**src/rtl/store_buffer.sv**
```systemverilog
// Store buffer between the EX/MEM register and the data memory write port.
// It lane-aligns SB/SH/SW stores and queues them in a FIFO. The oldest store drains
// on idle cycles and on stall cycles. The pipeline stalls on a full buffer, or when a
// load reads a word that still has a store pending in the buffer.
// Optional feature macro: STORE_FWD_EN. It lets a load take the data of the youngest
// matching store when that store wrote the full word.
module store_buffer #(
  parameter int unsigned DM_ADDRESS = 9,
  parameter int unsigned DATA_W     = 32,
  parameter int unsigned DEPTH      = 4
) (
  input  logic                     clk,
  input  logic                     reset,
  input  logic                     MemRead,
  input  logic                     MemWrite,
  input  logic [2:0]               Funct3,
  input  logic [DM_ADDRESS-1:0]    a,
  input  logic [DATA_W-1:0]        wd,
  output logic                     stall,
  output logic [DM_ADDRESS-1:0]    mem_waddr,
  output logic [DATA_W-1:0]        mem_wdata,
  output logic [3:0]               mem_wr,
  output logic                     fwd_valid,
  output logic [DATA_W-1:0]        fwd_data,
  output logic [$clog2(DEPTH):0]   count,
  output logic                     store_err
);
  localparam int unsigned PW  = $clog2(DEPTH);
  localparam int unsigned CW  = PW + 1;
  localparam int unsigned WAW = DM_ADDRESS - 2;

  logic [WAW-1:0]    addr_q [DEPTH];
  logic [WAW-1:0]    addr_d [DEPTH];
  logic [DATA_W-1:0] data_q [DEPTH];
  logic [DATA_W-1:0] data_d [DEPTH];
  logic [3:0]        mask_q [DEPTH];
  logic [3:0]        mask_d [DEPTH];
  logic [DEPTH-1:0]  valid_q, valid_d;
  logic [PW-1:0]     rd_ptr_q, rd_ptr_d, wr_ptr_q, wr_ptr_d;
  logic [CW-1:0]     count_q, count_d;
  logic              store_err_q, store_err_d;

  logic [DATA_W-1:0] st_data;
  logic [3:0]        st_mask;
  logic              st_bad;
  logic              load_hit, fwd_ok, full, drain, enq;
  logic [PW-1:0]     idx, yng_idx;

  // Lane alignment and legality of the incoming store.
  always_comb begin
    st_data = '0;
    st_mask = '0;
    st_bad  = 1'b0;
    case (Funct3)
      3'b000: begin
        st_data = {4{wd[7:0]}};
        st_mask = 4'b0001 << a[1:0];
      end
      3'b001: begin
        st_data = {2{wd[15:0]}};
        st_mask = a[1] ? 4'b1100 : 4'b0011;
        st_bad  = a[0];
      end
      3'b010: begin
        st_data = wd;
        st_mask = 4'b1111;
        st_bad  = (a[1:0] != 2'b00);
      end
      default: st_bad = 1'b1;
    endcase
  end

  // Load hazard search; walking oldest to youngest leaves the youngest match in yng_idx.
  always_comb begin
    load_hit = 1'b0;
    yng_idx  = rd_ptr_q;
    idx      = '0;
    for (int i = 0; i < int'(DEPTH); i++) begin
      idx = rd_ptr_q + PW'(i);
      if (MemRead && valid_q[idx] && (addr_q[idx] == a[DM_ADDRESS-1:2])) begin
        load_hit = 1'b1;
        yng_idx  = idx;
      end
    end
  end

  // Stall, forwarding, drain and enqueue decisions plus the memory port.
  always_comb begin
    full = (count_q == CW'(DEPTH));
`ifdef STORE_FWD_EN
    fwd_ok    = load_hit && (mask_q[yng_idx] == 4'b1111);
    fwd_valid = fwd_ok;
    fwd_data  = fwd_ok ? data_q[yng_idx] : '0;
`else
    fwd_ok    = 1'b0;
    fwd_valid = 1'b0;
    fwd_data  = '0;
`endif
    stall     = (MemWrite && full) || (load_hit && !fwd_ok);
    drain     = (count_q != '0) && ((!MemRead && !MemWrite) || stall);
    enq       = MemWrite && !stall && !st_bad;
    mem_waddr = {addr_q[rd_ptr_q], 2'b00};
    mem_wdata = data_q[rd_ptr_q];
    mem_wr    = drain ? mask_q[rd_ptr_q] : 4'b0000;
  end

  // Next-state for FIFO storage, pointers, occupancy and the error pulse.
  always_comb begin
    addr_d   = addr_q;
    data_d   = data_q;
    mask_d   = mask_q;
    valid_d  = valid_q;
    rd_ptr_d = rd_ptr_q;
    wr_ptr_d = wr_ptr_q;
    count_d  = count_q;
    if (drain) begin
      valid_d[rd_ptr_q] = 1'b0;
      rd_ptr_d          = rd_ptr_q + 1'b1;
    end
    if (enq) begin
      addr_d[wr_ptr_q]  = a[DM_ADDRESS-1:2];
      data_d[wr_ptr_q]  = st_data;
      mask_d[wr_ptr_q]  = st_mask;
      valid_d[wr_ptr_q] = 1'b1;
      wr_ptr_d          = wr_ptr_q + 1'b1;
    end
    if (enq && !drain) begin
      count_d = count_q + 1'b1;
    end else if (!enq && drain) begin
      count_d = count_q - 1'b1;
    end
    // A stalled store is re-presented later, so only a consumed bad store flags an error.
    store_err_d = MemWrite && st_bad && !stall;
  end

  // State registers with asynchronous reset.
  always_ff @(posedge clk or posedge reset) begin
    if (reset) begin
      for (int i = 0; i < int'(DEPTH); i++) begin
        addr_q[i] <= '0;
        data_q[i] <= '0;
        mask_q[i] <= '0;
      end
      valid_q     <= '0;
      rd_ptr_q    <= '0;
      wr_ptr_q    <= '0;
      count_q     <= '0;
      store_err_q <= 1'b0;
    end else begin
      addr_q      <= addr_d;
      data_q      <= data_d;
      mask_q      <= mask_d;
      valid_q     <= valid_d;
      rd_ptr_q    <= rd_ptr_d;
      wr_ptr_q    <= wr_ptr_d;
      count_q     <= count_d;
      store_err_q <= store_err_d;
    end
  end

  assign count     = count_q;
  assign store_err = store_err_q;

endmodule

```
**config.mk**
```make
export PLATFORM = sky130hd
export DESIGN_NAME = store_buffer
export DESIGN_NICKNAME = d
export VERILOG_FILES = /design/src/rtl/store_buffer.sv
export SDC_FILE = /design/constraint.sdc
export NUM_CORES = 1
export LEC_CHECK = 0
export CAP_MARGIN = 30
export CORE_MARGIN = 4
export CORE_UTILIZATION = 36
export CTS_CLUSTER_SIZE = 14
export DETAILED_ROUTE_END_ITERATION = 8
export DONT_BUFFER_PORTS = 1
export GPL_ROUTABILITY_DRIVEN = 0
export PLACE_DENSITY = 0.54
export SYNTH_ARGS = -nofsm -noshare
export SYNTH_HDL_FRONTEND = slang
export SYNTH_SLANG_ARGS = --single-unit
```
**constraint.sdc**
```tcl
create_clock -name clk -period 7.7 [get_ports clk]
set_clock_uncertainty 0.05 [all_clocks]
set_input_delay 1.54 -clock clk [delete_from_list [all_inputs] [get_ports clk]]
set_output_delay 1.54 -clock clk [all_outputs]
set_load 0.01 [all_outputs]
```
## After elaboration in Yosys (flattened, before gate mapping)

Cells that the tools add are included.

- Flip-flop bits (word level): 184
- Bits in latches: 0
- Bits in writable memories: 0
- Memory bits (read-only): 0
- Output and inout bits: 83
- Logic and storage cells: 136
- Memories kept: 0

- Add/sub/neg operators: 6
- Multiply operators: 0
- Divide/modulo/power cells: 0
- Magnitude comparators: 13
- Equal/unequal tests: 7
- Shift operators: 1
- Muxes and demuxes: 52
- Bitwise logic cells: 8
- Reduce and logical (&&, ||, !) cells: 32

Operators with widths:

| kind | count |
|---|---|
| $bwmux W128 | 1 |
| $mux W32 | 3 |
| $pmux W32 S3 | 1 |
| $bmux W32 S2 | 1 |
| $demux W32 S2 | 1 |
| $mux W7 | 9 |
| $bmux W7 S2 | 4 |
| $bwmux W28 | 1 |
| $eq A7 B7 Y1 | 4 |
| $mux W4 | 7 |
| $logic_and A1 B1 Y1 | 20 |
| $bwmux W16 | 1 |
| $ge A3 B3 Y1 const B | 5 |
| $lt A2 B3 Y1 const B | 5 |
| $not A2 Y3 | 5 |
| $demux W7 S2 | 1 |
| $pmux W4 S3 | 1 |
| $mux W1 | 10 |
| $bmux W1 S2 | 4 |
| $bmux W4 S2 | 1 |
| $demux W4 S2 | 1 |
| $logic_not A1 Y1 | 6 |
| $mux W3 | 2 |
| $add A2 B1 Y2 const B | 2 |
| 18 further kinds | 23 |

## Logic depth before layout (Yosys ltp)

Gate-level depths: netlist of run 1.

- Depth after elaboration: 18
- Gate-level depth with buffers: 21

## Least setup slack after synthesis of run 1

OpenSTA, ideal clock, no wires.

- Path type: register to output
- Start: register rd_ptr_q[1]
- End: output port mem_wr[0]
- Arrival time: 3.715 ns
- Path slack: 2.395 ns
- Cell stages (with the launch flop): 15
- Path buffers: 5
- Cell sequence: dfrtp_1 -> buf_2 -> buf_2 -> buf_1 -> clkbuf_1 -> inv_1 -> ha_1 -> buf_2 -> mux4_2 -> xnor2_1 -> nand4_1 -> nor4b_2 -> nor2_1 -> a31oi_4 -> and2_1

- Cells in the longest elaborated chain, start to end: 14

RTL lines:

| element | RTL line | source |
|---|---|---|
| from (decl) | 39 | `logic [PW-1:0] rd_ptr_q, rd_ptr_d, wr_ptr_q, wr_ptr_d;` |
| from (signal assigned) | 154 | `rd_ptr_q <= rd_ptr_d;` |
| $add A2 B1 Y2 or $not A2 Y3 (tied branches) | 79, 80, 104 |  |
| $not A2 Y3 (implied by the code) or $bmux W7 S2 (tied branches) | 80 | `if (MemRead && valid_q[idx] && (addr_q[idx] == a[DM_ADDRESS-1:2])) begin` |
| $bmux W7 S2 or $mux W7 (tied branches) | 80 |  |
| $mux W7 (implied by the code) | 80 |  |
| $mux W7 (implied by the code) or $eq A7 B7 Y1 (tied branches) | 80 |  |
| $eq A7 B7 Y1 or $logic_and A1 B1 Y1 (tied branches) | 80 |  |
| $logic_and A1 B1 Y1 or $mux W1 (tied branches) | 80 |  |
| $mux W1 (3 in a row) | 80 |  |
| $logic_or A1 B1 Y1 | 99 | `stall = (MemWrite && full) \|\| (load_hit && !fwd_ok);` |
| $logic_or A1 B1 Y1 | 100 | `drain = (count_q != '0) && ((!MemRead && !MemWrite) \|\| stall);` |
| $logic_and A1 B1 Y1 | 100 |  |
| $mux W4 (*) | 104 | `mem_wr = drain ? mask_q[rd_ptr_q] : 4'b0000;` |
| to (decl) | 22 | `output logic [3:0] mem_wr,` |

Mark *: on every way between the ends. The rest lies on a longest branch, timed or not. The select of a mux whose other input is x is not followed.

## Final worst setup path of run 1

- Start: register rd_ptr_q[0]
- End: output port mem_wr[2]

RTL lines:

| element | RTL line | source |
|---|---|---|
| $add A2 B2 Y2 (*) | 79 | `idx = rd_ptr_q + PW'(i);` |
| named net idx[0] | 47 | `logic [PW-1:0] idx, yng_idx;` |
| $not A2 Y3 (implied by the code) | 80 |  |
| $bmux W7 S2 | 80 |  |
| $mux W7 (implied by the code) (2 in a row) | 80 |  |
| $eq A7 B7 Y1 | 80 |  |
| $logic_and A1 B1 Y1 (*) | 80 |  |
| $mux W1 (*) | 80 |  |
| $logic_or A1 B1 Y1 (*) | 99 |  |
| $logic_or A1 B1 Y1 (*) | 100 |  |
| $logic_and A1 B1 Y1 (*) | 100 |  |
| $mux W4 (*) | 104 |  |

The timed path passes the listed nets; every way through them passes the cells marked *. The select of a mux whose other input is x is not followed.

==> results of run 1 <==
## per-stage QoR
stage | area (um2) | total power [mW] | worst slack (ps) | utilization [%]
floorplan | 10800 | 3.30 | 1110 | -
global placement | 10800 | 3.60 | 2130 | 37.1
detailed placement | 10900 | 3.68 | 2010 | 37.5
CTS | 11500 | 4.59 | 1500 | 39.6
global route | 11500 | 4.80 | 1270 | 39.6
finish | 11500 | 4.53 | 1560 | 39.6
## worst reg2reg max path: stages (launching register included)
cell     delay (ps)
dfrtp_4         780
inv_1           280
ha_1           1010
mux2_2          430
and2_1          150
a32oi_1         150
nand2_1          80
a21oi_2         670
a31oi_4         290
inv_1           170
ha_1            190
inv_1            60
fa_1            370
xor2_1          150
nor2_1          110
xor2_1          150
## state kept, by name, indices dropped and copies added, names as in the netlist
name	cells
addr_q	28
count	3
data_q	128
mask_q	16
rd_ptr_q	2
store_err	1
valid_q	4
wr_ptr_q	2
## power breakdown
group          internal, mW  leakage (nW)  switching (mW)
sequential             1.35          2.41           0.346
clock                 0.452         0.288           0.435
combinational          1.14          2.81           0.805
## layout by cell type (no fill, tap or decap), types with 4 or more instances in the layout
cell       count
dfrtp_1      182
xnor2_1       17
nor2b_1       11
clkbuf_16     17
a21oi_1       25
nand2_1       14
nand3_4        4
o21ai_0        6
mux2i_1       17
mux2_2        20
conb_1        35
nand3_1        6
buf_4          5
a22oi_1        4
nor2_1        30
mux2_4       156
inv_6          4
nand4_1        7
or2_2          5
xor2_1        16
ha_1           9
inv_1         12
and2_1        13
clkinv_8       5
buf_16         4
mux4_2        63
## cells by family (layout without fill, tap and decap cells)
kind of cell | after synthesis | after routing | share of synthesized area (%)
buffers and inverters | 98 | 54 | 6.13
adders and majority gates | 10 | 10 | 1.24
muxes | 257 | 257 | 38.9
other | 1 | 35 | 0.0350
and+or+nand+nor | 100 | 100 | 5.38
xor gates and xnor gates | 33 | 33 | 2.70
AOI/OAI and AO/OA | 45 | 45 | 2.63
DFF | 184 | 184 | 43.0
## how the worst max path moves through the flow
| stage | from | end | cells past startpoint |
|---|---|---|---|
| after floorplan | reset | addr_q[0]$_DFFE_PP0P_ | 1 |
| after global placement | rd_ptr_q[0]$_DFFE_PP0P_ | mem_wr[0] | 9 |
| after detailed placement | rd_ptr_q[0]$_DFFE_PP0P_ | mem_wr[2] | 9 |
| after CTS | rd_ptr_q[0]$_DFFE_PP0P_ | mem_wr[2] | 9 |
| after global routing | rd_ptr_q[0]$_DFFE_PP0P_ | mem_wr[1] | 9 |
| final | rd_ptr_q[0]$_DFFE_PP0P_ | mem_wr[2] | 9 |
## layout make-up
type	instances	area share, %
Clock buffer	19	3.95
Clock inverter	13	1.34
Inverter	13	0.469
Multi-Input combinational cell	480	48.6
Sequential cell	184	40.2
Tap cell	384	4.19
Timing Repair Buffer	9	1.29
## metal layers
metal  vias up  track usage, %  wire (um)
li1       2518               -          -
met1      3100            21.2      11400
met2       172            25.3      12100
met3        19            4.78       1650
met4         0            3.51        261
met5         -               0          0
==> results.toml, run 1 <==
[status]
status = "completed"

[critical_path]
cpPeakStageDelay_ps = 1010
crit_buf_inv = 1
worstSetupPathType = "reg -> out"
worstReg2RegEnd = "count[2]$_DFFE_PP0P_"
reg2regPathDepth = 15
arrival_ps = 4550
critPathLaunchType = "register"
endpoint_kind = "output pin"
worstPathMaxFanout = 37
r2r_setup_slack_ps = 2540
critPathSlowestCell = "ha_1"
critPathTopFamily = "compound AO/OA/AOI/OAI gates"
cp_cell_sequence = "inv_1 -> ha_1 -> mux2_2 -> and2_1 -> a32oi_1 -> nand2_1 -> a21oi_2 -> a31oi_4 -> and2_1"
crit_top_cell = "and2_1"
required_ps = 6110
rr_startpoint = "rd_ptr_q[0]$_DFFE_PP0P_"

[yosys]
synth_warnings = 0
async_flop_share_pct = 100
synthDominantCellAreaShare_pct = 43.0
seq_area_frac_synth_pct = 43.0
ys.flop_type = "dfrtp_1"
synth_area_um2 = 10700
synth_edf_count = 0
synth-seq-cells = 184
yosysMostFrequentCell = "dfrtp_1"
ys_top_cells_by_area = "dfrtp_1 (43%), mux2_4 (22%), mux4_2 (13%)"
synth_cell_type_count = 43
netlist_instances = 728
synth_top_area_cell = "dfrtp_1"
avgSynthCellArea_um2 = 14.7
yosys-top-cells-count = "dfrtp_1 (184), mux2_4 (156), mux4_2 (63)"

[detailed_routing]
detailroute.via_count = 5809
ant_nets = 0
via_per_inst = 5.27
drc_errors = 0
avgRoutedWirePerCell_um = 23.0
first_iter_violations = 337
drt_first_pass_iters = 4
routed_wl_mm = 25.4

[timing]
final.setup.tns_ps = 0
hold_violations = 0
slew_headroom_pct = 34.6
min_period_ps = 6140
setup_viol = 0
grt_setup_unrepaired = "false"
tightest_slew_ps = 981
hold_slack_ps = 454
timing.final.crit_share_pct = 79.7
fmax_mhz = 163
drv_slew = 0

[pwr]
peakVddDrop_mv = 0.177
p_leak_nw = 5.51
p_per_area_nw_per_um2 = 395

[worst_hold_path]
hp-class = "reg -> reg"
holdCritStartpoint = "mask_q[3]$_DFFE_PP0P_"
hold-path-endpoint = "mask_q[3]$_DFFE_PP0P_"
holdPathStages = 1

[finish]
final-seq-area_um2 = 4610
final_cells = 1102
syn_to_final_growth_pct = 7.14
multi_input_area_um2 = 5580
fin_nets = 763
fillCellCount = 2680
drive_above_1_share_pct = 41.4
diodes = 0

[grt]
grt.total_usage_pct = 15.8
grt_max_degree = 73
antenna_found_initial = 0
overflow = 0
grt_pass1_wl_mm = 40.0
grt_pass1_vias = 6456

[placed_design]
dpl.hpwl_mm = 17.2
io_buffers = 0
dp.cells = 1070

[clock_tree]
cts.sinks = 184
postCtsSetupBuffers = 0
cts_max_level = 4
cts_resized = 0
clock_path_buffers = 2
clock_latency_ps = 440
postCtsHoldBufs = 0
cts_root_buf = "clkbuf_16"
cts_tree = "built"
path_clk_slew_ps = 70
cts_buffers = 17

[floorplanning]
initial_core_util_pct = 36.9
rows = 62
core-area_um2 = 29000
ios = 131
die-area_um2 = 32600
die_h_um = 181
fp.dieW_um = 181

[run]
max_cap_viol_count = 0
Note: power is estimated with default switching activity, not from simulation.
==> run 2: changes to the inputs <==
==> constraint.sdc (replaced) <==
create_clock -name clk -period 6.3 [get_ports clk]
set_clock_uncertainty 0.05 [all_clocks]
set_input_delay 1.26 -clock clk [delete_from_list [all_inputs] [get_ports clk]]
set_output_delay 1.26 -clock clk [all_outputs]
set_load 0.01 [all_outputs]
==> run 2 against run 1 <==
  * Count of clock-buffer cells in the layout fell by 1
  * Global-route usage is 0.22 points lower
  * Routed wire length fell by 0.61%
  * Power rose by 22%
  * Sequential cell count unchanged
  * Die area unchanged
  * Sequential power grew 19%
  * Combinational power grew 24%
  * Register-to-register slack lost 690 ps
  * Cell count up 0.54%
  * Via count up 1.2%
==> results.toml, run 2 (synthesis gave the netlist of run 1 again) <==
[status]
status = "completed"

[clock_tree]
postCtsSetupBuffers = 0
cts_buffers = 17
path_clk_slew_ps = 70
postCtsHoldBufs = 0
cts_resized = 0
cts_root_buf = "clkbuf_16"
clock_latency_ps = 430
cts_max_level = 4
clock_path_buffers = 2
cts_tree = "built"
cts.sinks = 184

[detailed_routing]
routed_wl_mm = 25.2
avgRoutedWirePerCell_um = 22.8
ant_nets = 0
via_per_inst = 5.31
drt_first_pass_iters = 7
first_iter_violations = 301
drc_errors = 0
detailroute.via_count = 5880

[run]
max_cap_viol_count = 0

[grt]
overflow = 0
antenna_found_initial = 1
grt_pass1_vias = 6654
grt.total_usage_pct = 15.5
grt_max_degree = 185
grt_pass1_wl_mm = 39.9

[critical_path]
arrival_ps = 3860
critPathLaunchType = "register"
required_ps = 4990
rr_startpoint = "rd_ptr_q[0]$_DFFE_PP0P_"
endpoint_kind = "output pin"
critPathLaunch = "rd_ptr_q[0]$_DFFE_PP0P_"
worstPathMaxFanout = 22
worstSetupPathType = "reg -> out"

[finish]
fillCellCount = 2692
diodes = 0
largest_reg_flops = 128
fin_nets = 769
final_common_cell = "dfrtp_1"
final_cells = 1108
final_area_um2 = 11500
regMostFlops = "data_q"
drive_above_1_share_pct = 41.7
largest_registers = "data_q (128), addr_q (28), mask_q (16)"
final_cell_mix = "dfrtp_1 (182), mux2_4 (156), mux4_2 (63), conb_1 (35), nor2_1 (30)"
syn_to_final_growth_pct = 6.89

[placed_design]
dpl_cell_area_um2 = 10800
dp.cells = 1075
dpl.hpwl_mm = 17.0
io_buffers = 0

[timing]
fmax_mhz = 193
slew_headroom_pct = 28.9
timing.final.crit_share_pct = 82.1
grt_setup_unrepaired = "false"
tightest_slew_ps = 1070
hold_violations = 0
setup_viol = 0
drv_slew = 0
final.setup.tns_ps = 0
min_period_ps = 5170

[floorplanning]
die-area_um2 = 32600
die_h_um = 181
rows = 62
core-area_um2 = 29000
ios = 131
fp.dieW_um = 181
initial_core_util_pct = 36.9

[worst_hold_path]
hp-class = "reg -> reg"
holdCritStartpoint = "mask_q[6]$_DFFE_PP0P_"

[pwr]
peakVddDrop_mv = 0.195
p_leak_nw = 5.50
p_per_area_nw_per_um2 = 483
run 2: report_power, final:
group	switching, mW	internal, mW	leakage (nW)	total [mW]
Clock	0.517	0.570	0.293	1.09
Sequential	0.380	1.65	2.41	2.03
Combinational	1.01	1.40	2.80	2.41
Total	1.91	3.62	5.50	5.53
run 2: stage by stage:
step / utilization, % / setup slack [ps] / hold slack [ps] / total power [mW]
after floorplan: - / 1280 / 424 / 4.03
after global placement: 37.3 / 1660 / 433 / 4.43
after detailed placement: 37.4 / 1570 / 439 / 4.51
after CTS: 39.4 / 1080 / 460 / 5.62
after global routing: 39.5 / 771 / 466 / 5.86
final: 39.5 / 1130 / 456 / 5.53
run 2: layout make-up:
type | instances | area [um2] | share of cell area [%]
clock inverters | 14 | 171 | 1.50
clock buffers | 18 | 429 | 3.75
inverters | 13 | 52.6 | 0.459
well taps | 384 | 480 | 4.20
multi-input cells | 480 | 5580 | 48.7
flip-flops and latches | 184 | 4610 | 40.3
repair buffers | 15 | 129 | 1.13
run 2: per-layer routing:
layer,up-vias,share of wire [%],GRT usage (%)
met1,3172,42,19.2
met4,2,1.5,3.87
li1,2524,-,-
met5,-,0.052,0
met2,152,49,26.4
met3,30,7.0,5.11
run 2: final timing paths:
path	slack [ps]	depth (start not counted)	to
max	1130	9	mem_wr[0]
min	460	1	mask_q[6]$_DFFE_PP0P_
max reg2reg	1850	13	count[1]$_DFFE_PP0P_
min reg2reg	460	1	mask_q[6]$_DFFE_PP0P_
max in group asynchronous	4470	2	data_q[20]$_DFFE_PP0P_
min in group asynchronous	870	2	addr_q[15]$_DFFE_PP0P_
run 2: critical path, stage by stage (launching register included):
cell and delay, ps:
dfrtp_4 470, inv_1 180, ha_1 810, mux4_2 420, xnor2_1 160, o2111ai_1 140
nor4b_2 420, nor2_1 230, a31oi_4 340, and2_1 240
==> run 3: changes to the inputs <==
==> constraint.sdc (replaced) <==
create_clock -name clk -period 5.2 [get_ports clk]
set_clock_uncertainty 0.05 [all_clocks]
set_input_delay 1.04 -clock clk [delete_from_list [all_inputs] [get_ports clk]]
set_output_delay 1.04 -clock clk [all_outputs]
set_load 0.01 [all_outputs]
==> run 3 against run 2 <==
  * Non-clock buffer count decreased by 2
  * Cell count decreased by 0.27%
  * Largest cell class unchanged
  * Critical path depth rose by 1
  * Core utilization is essentially flat
  * Register-to-register slack worse by 980 ps
  * Critical endpoint is now mem_wr[2]
  * Highest routed layer is now met4
  * Routed wire length is 0.30% higher
==> results.toml, run 3 (synthesis gave the netlist of run 1 again) <==
[clock_tree]
cts_resized = 0
cts_tree = "built"
clock_path_buffers = 2
cts.sinks = 184
path_clk_slew_ps = 70
postCtsHoldBufs = 0
cts_buffers = 17
clock_latency_ps = 430
cts_root_buf = "clkbuf_16"
postCtsSetupBuffers = 0
cts_max_level = 4

[detailed_routing]
drt_first_pass_iters = 4
avgRoutedWirePerCell_um = 22.9
detailroute.via_count = 5810
via_per_inst = 5.26
routed_wl_mm = 25.3
drc_errors = 0
ant_nets = 0
first_iter_violations = 278

[finish]
diodes = 0
drive_above_1_share_pct = 41.6
final_cell_mix = "dfrtp_1 (182), mux2_4 (156), mux4_2 (63), conb_1 (35), nor2_1 (30)"
fin_util_pct = 39.5
final_common_cell = "dfrtp_1"
fin_nets = 767
syn_to_final_growth_pct = 6.88
largest_reg_flops = 128
largest_registers = "data_q (128), addr_q (28), mask_q (16)"
final_cells = 1105
regMostFlops = "data_q"
final_area_um2 = 11400

[pwr]
p_leak_nw = 5.50
p_per_area_nw_per_um2 = 583
peakVddDrop_mv = 0.244

[timing]
final.setup.tns_ps = 0
hold_violations = 0
min_period_ps = 4840
grt_setup_unrepaired = "false"
setup_viol = 0
timing.final.crit_share_pct = 93.0
slew_headroom_pct = 33.9
hold_slack_ps = 454
tightest_slew_ps = 992
drv_slew = 0
fmax_mhz = 207

[critical_path]
worstSetupPathType = "reg -> out"
worstPathMaxFanout = 12
endpoint_kind = "output pin"
arrival_ps = 3750
required_ps = 4110
critPathLaunchType = "register"
reg2regPathDepth = 14

[floorplanning]
core-area_um2 = 29000
die-area_um2 = 32600
die_h_um = 181
rows = 62
fp.dieW_um = 181
initial_core_util_pct = 36.9
ios = 131

[worst_hold_path]
hp-class = "reg -> reg"
holdPathStages = 1

[grt]
grt_pass1_wl_mm = 39.9
overflow = 0
grt_pass1_vias = 6501
antenna_found_initial = 0
grt.total_usage_pct = 15.7
grt_max_degree = 160

[placed_design]
io_buffers = 0
dpl_cell_area_um2 = 10900
dpl.hpwl_mm = 17.0
dp.cells = 1074

[status]
status = "completed"

[run]
max_cap_viol_count = 0
==> run 3: final timing paths <==
kind | slack [ps] | start | endpoint
max | 360 | rd_ptr_q[0]$_DFFE_PP0P_ | mem_wr[2]
min | 450 | data_q[60]$_DFFE_PP0P_ | data_q[60]$_DFFE_PP0P_
max reg2reg | 870 | rd_ptr_q[0]$_DFFE_PP0P_ | count[1]$_DFFE_PP0P_
min reg2reg | 450 | data_q[60]$_DFFE_PP0P_ | data_q[60]$_DFFE_PP0P_
max in group asynchronous | 3370 | reset | data_q[81]$_DFFE_PP0P_
min in group asynchronous | 500 | reset | addr_q[8]$_DFFE_PP0P_
==> run 3: power by group <==
part / leakage (nW) / internal, mW / switching [mW] / total [mW]
clock network: 0.278 / 0.642 / 0.631 / 1.27
registers: 2.41 / 2.00 / 0.456 / 2.46
logic: 2.81 / 1.70 / 1.25 / 2.95
total: 5.50 / 4.34 / 2.34 / 6.68
==> run 3: layout make-up <==
class	count	area, um2
tap	384	480
fill	2710	17600
clock buffer	17	425
clock inverter	14	155
multi-input combinational	480	5580
inverter	13	52.6
sequential	184	4610
timing repair buffer	13	148
==> run 3: layer usage <==
metal  part of all wire, %  global-route usage, %  vias up  wire length [um]
met5                     0                      0        -                 0
met2                    50                   26.3      175             12700
met1                    41                   20.0     3081             10400
li1                      -                      -     2535                 -
met4                   1.2                   3.81        0               308
met3                   7.3                   4.80       19              1850
==> run 3: worst max-delay path, stage by stage, from the launching register on <==
cell and delay [ps]:
dfrtp_4 470, inv_1 180, ha_1 530, buf_4 310
mux4_2 330, xnor2_1 140, nand4_1 130, nor4b_2 390
nor2_1 240, a31oi_4 350, and2_1 240
==> run 3: through the flow <==
| stage | setup WS, ps | power (mW) |
|---|---|---|
| final | 363 | 6.68 |
| after global routing | 108 | 7.08 |
| after floorplan | 395 | 4.89 |
| after CTS | 301 | 6.79 |
| after global placement | 864 | 5.38 |
| after detailed placement | 788 | 5.49 |
